File: src/rtl/ihad_pkg.sv
// Shared widths, FSM state type and the round/clip helper for the inverse 4x4 Hadamard block.
package ihad_pkg;

    localparam int DEF_COEF_W = 16;
    localparam int DEF_RES_W  = 9;

    // Working width for rounding/clipping; must exceed COEF_W+4.
    localparam int SR_W = 40;

    typedef enum logic {
        S_LOAD  = 1'b0,
        S_DRAIN = 1'b1
    } state_t;

    typedef struct packed {
        logic signed [SR_W-1:0] res;
        logic                   sat;
    } sat_res_t;

    function automatic sat_res_t sat_round(input logic signed [SR_W-1:0] v, input int res_w);
        logic signed [SR_W-1:0] r;
        logic signed [SR_W-1:0] hi;
        logic signed [SR_W-1:0] lo;
        sat_res_t               o;
        // Divide by 16 with ties going toward +inf.
        r     = (v + SR_W'(8)) >>> 4;
        hi    = (SR_W'(1) <<< (res_w - 1)) - SR_W'(1);
        lo    = -hi - SR_W'(1);
        o.sat = (r > hi) || (r < lo);
        o.res = (r > hi) ? hi : ((r < lo) ? lo : r);
        return o;
    endfunction

endpackage

File: src/rtl/ihadamard4x4_if.sv
// Row-in / column-out stream bundle of the inverse 4x4 Hadamard block.
// Both streams use valid/ready: a beat transfers on a rising edge where valid && ready;
// the source holds valid and payload stable until that beat, and ready may depend on state only.
interface ihadamard4x4_if #(
    parameter int COEF_W = ihad_pkg::DEF_COEF_W,
    parameter int RES_W  = ihad_pkg::DEF_RES_W
);
    logic                 in_valid;
    logic                 in_ready;
    logic [4*COEF_W-1:0]  in_coef;
    logic                 out_valid;
    logic                 out_ready;
    logic [4*RES_W-1:0]   out_res;
    logic [1:0]           out_col;
    logic                 out_last;
    logic                 out_sat;

    modport slave (
        input  in_valid, in_coef, out_ready,
        output in_ready, out_valid, out_res, out_col, out_last, out_sat
    );

    modport master (
        output in_valid, in_coef, out_ready,
        input  in_ready, out_valid, out_res, out_col, out_last, out_sat
    );
endinterface

File: src/rtl/hadamard_bfly4.sv
// Combinational 4-point Hadamard butterfly; output lanes grow by two bits.
module hadamard_bfly4 #(
    parameter int W = 16
) (
    input  logic [4*W-1:0]     x_i,
    output logic [4*(W+2)-1:0] y_o
);
    logic signed [W-1:0] x0, x1, x2, x3;
    logic signed [W:0]   a, b, d, e;
    logic signed [W+1:0] t0, t1, t2, t3;

    assign x0 = x_i[0*W +: W];
    assign x1 = x_i[1*W +: W];
    assign x2 = x_i[2*W +: W];
    assign x3 = x_i[3*W +: W];

    assign a = {x0[W-1], x0} + {x3[W-1], x3};
    assign b = {x1[W-1], x1} + {x2[W-1], x2};
    assign d = {x1[W-1], x1} - {x2[W-1], x2};
    assign e = {x0[W-1], x0} - {x3[W-1], x3};

    assign t0 = {a[W], a} + {b[W], b};
    assign t1 = {d[W], d} + {e[W], e};
    assign t2 = {a[W], a} - {b[W], b};
    assign t3 = {e[W], e} - {d[W], d};

    assign y_o = {t3, t2, t1, t0};
endmodule

File: src/rtl/ihadamard4x4.sv
// Inverse 4x4 Hadamard: row butterfly into a transpose buffer, column butterfly, /16 round and clip.
// Optional macro IHAD_PINGPONG_EN: two transpose banks so loading and draining overlap.
module ihadamard4x4
    import ihad_pkg::*;
#(
    parameter int COEF_W = DEF_COEF_W,
    parameter int RES_W  = DEF_RES_W
) (
    input  logic          clk,
    input  logic          rst,
    ihadamard4x4_if.slave bus,
    output state_t        dbg_state_o
);
    localparam int HW = COEF_W + 2;
    localparam int VW = COEF_W + 4;
`ifdef IHAD_PINGPONG_EN
    localparam logic PP_EN = 1'b1;
`else
    localparam logic PP_EN = 1'b0;
`endif

    state_t     state_q, state_d;
    logic [1:0] wr_row_q, wr_row_d;
    logic [1:0] rd_col_q, rd_col_d;
    logic       wr_bank_q, wr_bank_d;
    logic       rd_bank_q, rd_bank_d;
    logic [1:0] full_q, full_d;

    // Bank 1 is only ever addressed when the ping-pong build toggles the bank pointers.
    logic [HW-1:0] buf_q [2][4][4];

    logic               in_beat, out_beat, out_valid;
    logic [4*HW-1:0]    h_t, v_in;
    logic [4*VW-1:0]    v_w;
    logic [4*RES_W-1:0] res_w;
    logic [3:0]         sat_w;

    assign out_valid    = (state_q == S_DRAIN);
    assign bus.in_ready = !rst && !full_q[wr_bank_q];
    assign in_beat      = bus.in_valid && bus.in_ready;
    assign out_beat     = out_valid && bus.out_ready;

    hadamard_bfly4 #(.W(COEF_W)) u_hbfly (.x_i(bus.in_coef), .y_o(h_t));

    always_comb begin
        v_in = '0;
        for (int k = 0; k < 4; k++) begin
            v_in[k*HW +: HW] = buf_q[rd_bank_q][2'(k)][rd_col_q];
        end
    end

    hadamard_bfly4 #(.W(HW)) u_vbfly (.x_i(v_in), .y_o(v_w));

    for (genvar k = 0; k < 4; k++) begin : g_lane
        sat_res_t sr;
        logic     unused_hi;
        assign sr = sat_round({{(SR_W-VW){v_w[k*VW+VW-1]}}, v_w[k*VW +: VW]}, RES_W);
        assign res_w[k*RES_W +: RES_W] = sr.res[RES_W-1:0];
        assign sat_w[k]                = sr.sat;
        assign unused_hi               = ^sr.res[SR_W-1:RES_W];
    end

    always_comb begin
        wr_row_d  = wr_row_q;
        rd_col_d  = rd_col_q;
        wr_bank_d = wr_bank_q;
        rd_bank_d = rd_bank_q;
        full_d    = full_q;
        if (in_beat) begin
            wr_row_d = wr_row_q + 2'd1;
            if (wr_row_q == 2'd3) begin
                full_d[wr_bank_q] = 1'b1;
                wr_bank_d         = wr_bank_q ^ PP_EN;
            end
        end
        if (out_beat) begin
            rd_col_d = rd_col_q + 2'd1;
            if (rd_col_q == 2'd3) begin
                full_d[rd_bank_q] = 1'b0;
                rd_bank_d         = rd_bank_q ^ PP_EN;
            end
        end
        // The output side drains whenever the bank it points at holds a complete block.
        state_d = full_d[rd_bank_d] ? S_DRAIN : S_LOAD;
    end

    always_ff @(posedge clk) begin
        if (rst) begin
            state_q   <= S_LOAD;
            wr_row_q  <= 2'd0;
            rd_col_q  <= 2'd0;
            wr_bank_q <= 1'b0;
            rd_bank_q <= 1'b0;
            full_q    <= 2'b00;
        end else begin
            state_q   <= state_d;
            wr_row_q  <= wr_row_d;
            rd_col_q  <= rd_col_d;
            wr_bank_q <= wr_bank_d;
            rd_bank_q <= rd_bank_d;
            full_q    <= full_d;
        end
    end

    always_ff @(posedge clk) begin
        if (in_beat) begin
            for (int k = 0; k < 4; k++) begin
                buf_q[wr_bank_q][wr_row_q][k] <= h_t[k*HW +: HW];
            end
        end
    end

    assign bus.out_valid = out_valid;
    assign bus.out_res   = out_valid ? res_w : '0;
    assign bus.out_col   = rd_col_q;
    assign bus.out_last  = out_valid && (rd_col_q == 2'd3);
    assign bus.out_sat   = out_valid && (|sat_w);
    assign dbg_state_o   = state_q;
endmodule

File: src/flat_wrapper.sv
// flat-port wrapper written by rule: the top's interface ports become plain ports
module ihadamard4x4_flat import ihad_pkg::*;
#(
    parameter int COEF_W = DEF_COEF_W,
    parameter int RES_W  = DEF_RES_W
)
  (clk, rst, dbg_state_o, bus_in_valid, bus_in_coef, bus_out_ready, bus_in_ready, bus_out_valid, bus_out_res, bus_out_col, bus_out_last, bus_out_sat);
  ihadamard4x4_if #(.COEF_W(COEF_W), .RES_W(RES_W)) bus_i ();
  input  logic clk;
  input  logic rst;
  output state_t dbg_state_o;
  input wire logic [$bits(bus_i.in_valid)-1:0] bus_in_valid;
  input wire logic [$bits(bus_i.in_coef)-1:0] bus_in_coef;
  input wire logic [$bits(bus_i.out_ready)-1:0] bus_out_ready;
  output wire logic [$bits(bus_i.in_ready)-1:0] bus_in_ready;
  output wire logic [$bits(bus_i.out_valid)-1:0] bus_out_valid;
  output wire logic [$bits(bus_i.out_res)-1:0] bus_out_res;
  output wire logic [$bits(bus_i.out_col)-1:0] bus_out_col;
  output wire logic [$bits(bus_i.out_last)-1:0] bus_out_last;
  output wire logic [$bits(bus_i.out_sat)-1:0] bus_out_sat;
  assign bus_i.in_valid = bus_in_valid;
  assign bus_i.in_coef = bus_in_coef;
  assign bus_i.out_ready = bus_out_ready;
  assign bus_in_ready = bus_i.in_ready;
  assign bus_out_valid = bus_i.out_valid;
  assign bus_out_res = bus_i.out_res;
  assign bus_out_col = bus_i.out_col;
  assign bus_out_last = bus_i.out_last;
  assign bus_out_sat = bus_i.out_sat;
  ihadamard4x4 #(.COEF_W(COEF_W), .RES_W(RES_W)) u_core (.clk(clk), .rst(rst), .bus(bus_i), .dbg_state_o(dbg_state_o));
endmodule
File: config.mk
export PLATFORM = sky130hd
export DESIGN_NAME = ihadamard4x4_flat
export DESIGN_NICKNAME = d
export VERILOG_FILES = /design/src/rtl/ihad_pkg.sv /design/src/rtl/ihadamard4x4_if.sv /design/src/rtl/hadamard_bfly4.sv /design/src/rtl/ihadamard4x4.sv /design/src/flat_wrapper.sv
export SDC_FILE = /design/constraint.sdc
export NUM_CORES = 1
export LEC_CHECK = 0
export CAP_MARGIN = 0
export CORE_MARGIN = 10
export CORE_UTILIZATION = 30
export CTS_CLUSTER_DIAMETER = 200
export CTS_CLUSTER_SIZE = 10
export DETAILED_ROUTE_END_ITERATION = 8
export REMOVE_ABC_BUFFERS = 1
export SYNTH_ARGS = -nofsm -noshare
export SYNTH_HDL_FRONTEND = slang
export SYNTH_SLANG_ARGS = --single-unit
File: constraint.sdc
create_clock -name clk -period 5.1 [get_ports clk]
set_clock_uncertainty 0.2 [all_clocks]
set_input_delay 0.51 -clock clk [delete_from_list [all_inputs] [get_ports clk]]
set_output_delay 0.51 -clock clk [all_outputs]
set_load 0.05 [all_outputs]
==> metrics, run 1 <==
Met1 Routed Length=15700 um; Post-Syn Area=0.0135 mm2; Initial Util=30.4%; Root Driver=clkbuf_16; Vias=~10000; DRC errors left=0; IO Pins=111; layout cell share with drive strength beyond 1=23.2%; worst vdd ir=about 250 uV; number of enable flip-flop cells after synthesis=140; Synth async-reset ratio=0%; Vias/cell=between 4 and 5; Synth Instances=1346; area grow syn2layout=33.0%; post-synthesis register bit count=145; Core Area=0.0444 mm2; CTS tree=yes; CP max stage delay=0.54 ns; reg2reg path depth=3; DP Worst Slack=-0.522 ns; simple-gate share of the synthesized area=about a tenth; most frequent cells in the layout=192 x ha_1, 182 x inv_1, 148 x buf_4; top sig layer=met4; CP cell instances=buf_8 -> buf_12 -> mux4_2 -> ha_4 -> inv_2 -> ha_4 -> nand2_4 -> buf_6 -> a211oi_4 -> o2111ai_4 -> a21boi_2 -> nor2_2 -> xor2_1 -> buf_4 -> nor4_4 -> a41oi_2 -> a21oi_2 -> buf_6 -> a21o_4 -> buf_12; max_slew headroom=39.1%; f_max=approximately 0.18 GHz; Die Y=232 um; CP Class=flop to output port; drt initial violations=426; Routed Antenna Nets=0; Final min period=about 5.4 ns; final net count=1867; clock sinks=145; Crit path arrival time=approximately 4.7 ns; synthesis warning total=0; met2 wire length=between 15000 and 20000 um; worst hold margin=0.284 ns; Hold Crit Class=flop to flop; post-DR wirelength/cell=15.0 um; largest net degree at the start of global routing=just under 70; Max Slew Vio Count=0; clk_lat worst skew=0.42 ns; CTS Buf Count=17; crit path max fanout=7; XOR/XNOR Fraction of Synth Area=around 8.0%; gpl congestion=approximately 0.83; num rows=between 70 and 80; CP top delay family=compound AO/OA/AOI/OAI gates; CTS Buffer Depth=2; Synth Flop Type=edfxtp_1; port bufs=110; status=finished with violations; WP data required=4.39 ns; DR pass1 iterations=5; CP Launch Type=flop; n_diodes=0; unrepaired setup endpoints after global routing=true; first-pass GRT wire length=53100 um; area share of fa/ha/maj cells after synthesis=20.1%; crit end category=output port; worst-margin pin slew=0.914 ns; die width=between 200 and 250 um; area of the die=0.0539 mm2; synth unique cells=88; FILL cells=4259; Buf/Inv on CP=7; Slowest cell on crit path=mux4_2; R2R setup slack=2.50 ns; vias in the first global route=roughly 11000; Hold Crit Depth=2; Clock transition at path regs=0.06 ns; GRT Residual Overflow=0; Synth Area per Inst=10.0 um2; largest family of logic cells by synthesized area=adder cells; cell depth of the worst setup path=20; Max Cap Violations=0; routed wl met3=1240 um; GRT Util Overall=12.1%; pwr/cell area=between 300 and 400 mW/mm2; failing checks=setup timing; mux share of post-synthesis cell area=about 5.9%; Final Cycle Share=107%; Post-Route WL=roughly 33000 um; most common cell after layout, fill and taps aside=ha_1; initial antenna violation count=0; Final Hold Viols=0; Pleak=7.67 nW; HPWL after DPL=27800 um; min setup slack post-route=-0.350 ns; final number of setup-violating endpoints=33; Max H-tree Level=4; sequential share of the synthesized area=31.9%; Synth Area in Compound Gates=16.1%
==> kinds of logic (layout without fill, tap and decap cells) <==
logic type | count (synthesis) | count (layout)
compound gates | 306 | 306
xor+xnor | 124 | 124
fa+ha+maj | 212 | 212
buf+inv | 243 | 496
flops | 145 | 145
mux | 37 | 37
simple gates | 279 | 279
==> cell type report <==
type	instances	area (um2)	area share, %
Multi-Input combinational cell	958	8710	48.5
Inverter	191	717	3.99
Sequential cell	145	4310	24.0
Clock inverter	14	235	1.31
Timing Repair Buffer	274	2820	15.7
Clock buffer	17	425	2.37
Tap cell	592	741	4.12
==> report_power, final <==
group / switching (mW) / internal [mW] / total [mW]
Clock: 0.457 / 0.913 / 1.37
Sequential: 0.0400 / 1.74 / 1.78
Combinational: 2.00 / 1.65 / 3.65
==> routing by layer <==
layer / up-vias / global-route usage (%)
li1: 5253 / -
met1: 4829 / 15.7
met2: 162 / 20.3
met3: 27 / 1.98
met4: 0 / 2.94
met5: - / 0
==> final timing paths <==
check	startpoint	end
max	u_core.bus.out_col[0]$_SDFFE_PP0P_	bus_out_res[11]
min	u_core.bus.out_col[1]$_SDFFE_PP0P_	u_core.bus.out_col[1]$_SDFFE_PP0P_
min reg2reg	u_core.bus.out_col[1]$_SDFFE_PP0P_	u_core.bus.out_col[1]$_SDFFE_PP0P_
max reg2reg	u_core.bus.out_valid$_SDFF_PP0_	u_core.buf_q[0][232]$_DFFE_PP_
==> flip-flops by register name (all words and copies together), names as in the netlist <==
register	count
u_core.bus.out_col	2
u_core.bus.out_valid	1
u_core.buf_q	140
u_core.wr_row_q	2
==> worst reg2reg max path, cell delays in order (launching register included) <==
cell     delay (ns)
dfxtp_1        0.56
nor2_1         0.28
and3_2         0.82
buf_4          0.42
==> per-stage QoR <==
step	std cells	power, mW	area [um2]	setup TNS (ns)	utilization, %
4_1_cts	2185	6.76	17800	-7.84	40.0
6_report	2191	6.80	18000	-9.80	40.4
3_5_place_dp	2145	5.20	16600	-12.77	37.3
2_1_floorplan	1294	3.97	13200	-58.53	-
3_3_place_gp	2145	5.10	16600	-7.77	37.3
5_1_grt	2191	7.28	18000	-16.03	40.4
==> Yosys cell counts (8+ instances only) <==
cell type | n | area [um2]
inv_1 | 190 | 713
and3_1 | 13 | 81.3
and2_1 | 8 | 50.1
a31oi_1 | 8 | 50.1
mux4_2 | 34 | 766
a211oi_1 | 9 | 67.6
or3_1 | 19 | 119
nand2_1 | 45 | 169
o21a_1 | 10 | 75.1
a21oi_1 | 86 | 430
a21o_1 | 29 | 218
nor3_1 | 29 | 145
clkbuf_1 | 26 | 97.6
fa_1 | 8 | 160
o21bai_1 | 22 | 165
xor2_1 | 34 | 298
o21ai_0 | 42 | 210
buf_4 | 19 | 143
o31ai_1 | 8 | 60.1
nor2_1 | 70 | 263
xnor2_1 | 90 | 788
o211ai_1 | 12 | 90.1
nor2b_1 | 24 | 150
nand3_1 | 22 | 110
nand2b_1 | 14 | 87.6
a31o_1 | 8 | 70.1
ha_1 | 204 | 2550
edfxtp_1 | 140 | 4200
==> repair_timing <==
item                                    4_1_cts  5_1_grt
hold endpoints to repair                      0        0
resized for setup                            80       28
hold buffers                                  0        0
endpoints found under the setup margin       41       60
setup buffers                                 9       10
pin swaps                                    32       25
Note: power is estimated with default switching activity, not from simulation.
==> inputs of run 2 (changes only) <==
--- a/config.mk
+++ b/config.mk
@@ -7,7 +7,7 @@
 export LEC_CHECK = 0
 export CAP_MARGIN = 0
 export CORE_MARGIN = 10
-export CORE_UTILIZATION = 30
+export CORE_UTILIZATION = 36
 export CTS_CLUSTER_DIAMETER = 200
 export CTS_CLUSTER_SIZE = 10
 export DETAILED_ROUTE_END_ITERATION = 8
==> metrics, run 2 (synthesis results as in run 1) <==
Root Driver=clkbuf_16 (unchanged); CTS Buf Count=25 (was 17); die width=214 um (was 232 um); worst-margin pin slew=0.786 ns (was 0.914 ns); Final Hold Viols=0 (unchanged); Pleak=7.78 nW (was 7.67 nW); worst vdd ir=209 uV (was 247 uV); GRT Util Overall=14.2% (was 12.1%); crit end category=output port (unchanged); HPWL after DPL=26800 um (was 27800 um); Clock transition at path regs=0.05 ns (was 0.06 ns); final net count=1892 (was 1867); initial antenna violation count=0 (unchanged); Vias=10401 (was 10271); Top reg by flops=u_core.buf_q (unchanged); unrepaired setup endpoints after global routing=true (unchanged); post-DR wirelength/cell=16.0 um (was 15.0 um); DP Worst Slack=-0.336 ns (was -0.522 ns); WP data required=4.39 ns (about the same); vias in the first global route=10642 (was 10661); Die Y=214 um (was 232 um); DR pass1 iterations=5 (unchanged); IO Pins=111 (unchanged); status=finished with violations (unchanged); final number of setup-violating endpoints=33 (unchanged); CP Launch Type=flop (unchanged); pwr/cell area=382 mW/mm2 (was 378 mW/mm2); CP max stage delay=0.56 ns (was 0.54 ns); layout cell share with drive strength beyond 1=25.2% (was 23.2%); Max Slew Vio Count=0 (unchanged); area grow syn2layout=35.0% (was 33.0%); CTS tree=yes (unchanged); final core utilization=49.6% (was 40.4%); largest net degree at the start of global routing=49 (was 69); Hold Crit Class=flop to flop (unchanged); gpl congestion=0.845 (was 0.834); num rows=70 (was 77); failing checks=setup timing (unchanged); Max Cap Violations=0 (unchanged); Crit path arrival time=4.68 ns (was 4.74 ns); total negative slack=-8.97 ns (was -9.80 ns); n_diodes=0 (unchanged); area of the die=0.0457 mm2 (was 0.0539 mm2); CTS Buffer Depth=3 (was 2); Routed Antenna Nets=0 (unchanged); FILL cells=3264 (was 4259); clock sinks=145 (unchanged); Final min period=5.39 ns (was 5.45 ns); Initial Util=36.7% (was 30.4%); Max H-tree Level=4 (unchanged); max reg flops=140 (unchanged); clk_lat worst skew=0.45 ns (was 0.42 ns); min setup slack post-route=-0.294 ns (was -0.350 ns); Core Area=0.0368 mm2 (was 0.0444 mm2); port bufs=110 (unchanged); max_slew headroom=47.5% (was 39.1%); crit path max fanout=5 (was 7); CP Class=flop to output port (unchanged); f_max=0.185 GHz (was 0.183 GHz); drt initial violations=481 (was 426); Final Cycle Share=106% (was 107%); CP cell instances=buf_12 -> buf_12 -> buf_6 -> mux4_2 -> ha_4 -> inv_2 -> ha_4 -> a21oi_2 -> nor2b_1 -> o21ai_1 -> buf_4 -> a21oi_2 -> o211a_4 -> o21a_4 -> nor4_4 -> a41oi_2 -> a21oi_4 -> buf_6 -> a21o_4 -> buf_12 (was buf_8 -> buf_12 -> mux4_2 -> ha_4 -> inv_2 -> ha_4 -> nand2_4 -> buf_6 -> a211oi_4 -> o2111ai_4 -> a21boi_2 -> nor2_2 -> xor2_1 -> buf_4 -> nor4_4 -> a41oi_2 -> a21oi_2 -> buf_6 -> a21o_4 -> buf_12); DRC errors left=0 (unchanged); cell mode on critical path=buf_12; most frequent cells in the layout=177 x inv_1, 177 x ha_1, 163 x buf_4 (was 192 x ha_1, 182 x inv_1, 148 x buf_4); Slowest cell on crit path=mux4_2 (unchanged); Post-Route WL=33400 um (was 32900 um); GRT Residual Overflow=0 (unchanged); Vias/cell=4.99 (was 4.69); first-pass GRT wire length=52600 um (was 53100 um)
-- run 2: cell types whose count changed in the layout (fill, tap and decap cells not counted), sizes merged --
cell	before	now
clkbuf	17	26
inv	193	191
bufinv	6	1
clkinvlp	2	1
buf	201	218
-- run 2: power breakdown --
| part | internal (mW) | total, mW | switching, mW |
|---|---|---|---|
| logic | 1.71 | 3.80 | 2.09 |
| clock network | 0.918 | 1.38 | 0.464 |
| registers | 1.74 | 1.78 | 0.0430 |
| total | 4.37 | 6.96 | 2.59 |
-- run 2: timing repair --
item	CTS	global route
resized for setup	88	47
setup endpoints to repair	37	47
pin swaps	49	30
hold buffers	0	0
gates cloned	0	0
buffers inserted	29	9
-- run 2: cell type report --
type	instances	area (um2)	area share, %
clock buffer	26	629	3.45
tap	468	586	3.21
inverter	191	719	3.94
timing repair buffer	291	2950	16.2
sequential	145	4310	23.6
clock inverter	6	53.8	0.295
multi-input combinational	958	8990	49.3
-- run 2: critical path, delay by kind of cell (launching register included) --
kind                     cells  cell delay (ns)
multiplexers                 1             0.56
adder cells (fa/ha/maj)      2             0.52
flip-flops                   1             0.37
buffers and inverters        7             0.82
AND/OR/NAND/NOR              2             0.40
AO/OA/AOI/OAI                8             1.54
-- run 2: layer usage --
layer | track usage (%) | wire length [um] | vias up
met5 | 0 | 0 | -
met4 | 4.25 | 676 | 0
met3 | 1.53 | 1170 | 35
met2 | 24.8 | 16000 | 187
met1 | 18.3 | 15600 | 4894
li1 | - | - | 5285
-- run 2: path summary, 6_finish.rpt --
check | depth (start not counted) | to | slack [ns] | start
max reg2reg | 3 | u_core.buf_q[0][173]$_DFFE_PP_ | 2.50 | u_core.bus.out_valid$_SDFF_PP0_
min | 2 | u_core.wr_row_q[0]$_SDFFE_PP0P_ | 0.40 | u_core.wr_row_q[0]$_SDFFE_PP0P_
max | 20 | bus_out_res[1] | -0.29 | u_core.bus.out_col[0]$_SDFFE_PP0P_
min reg2reg | 2 | u_core.wr_row_q[0]$_SDFFE_PP0P_ | 0.40 | u_core.wr_row_q[0]$_SDFFE_PP0P_
-- run 2: metrics by stage --
stage / cell area, um2 / hold slack (ns) / power [mW] / std cells
6_report: 18200 / 0.403 / 6.96 / 2085
5_1_grt: 18200 / 0.434 / 7.44 / 2085
4_1_cts: 17900 / 0.410 / 6.84 / 2077
3_5_place_dp: 16400 / 0.404 / 5.19 / 2016
3_3_place_gp: 16400 / 0.362 / 5.10 / 2016
2_1_floorplan: 13200 / 0.338 / 3.97 / 1294
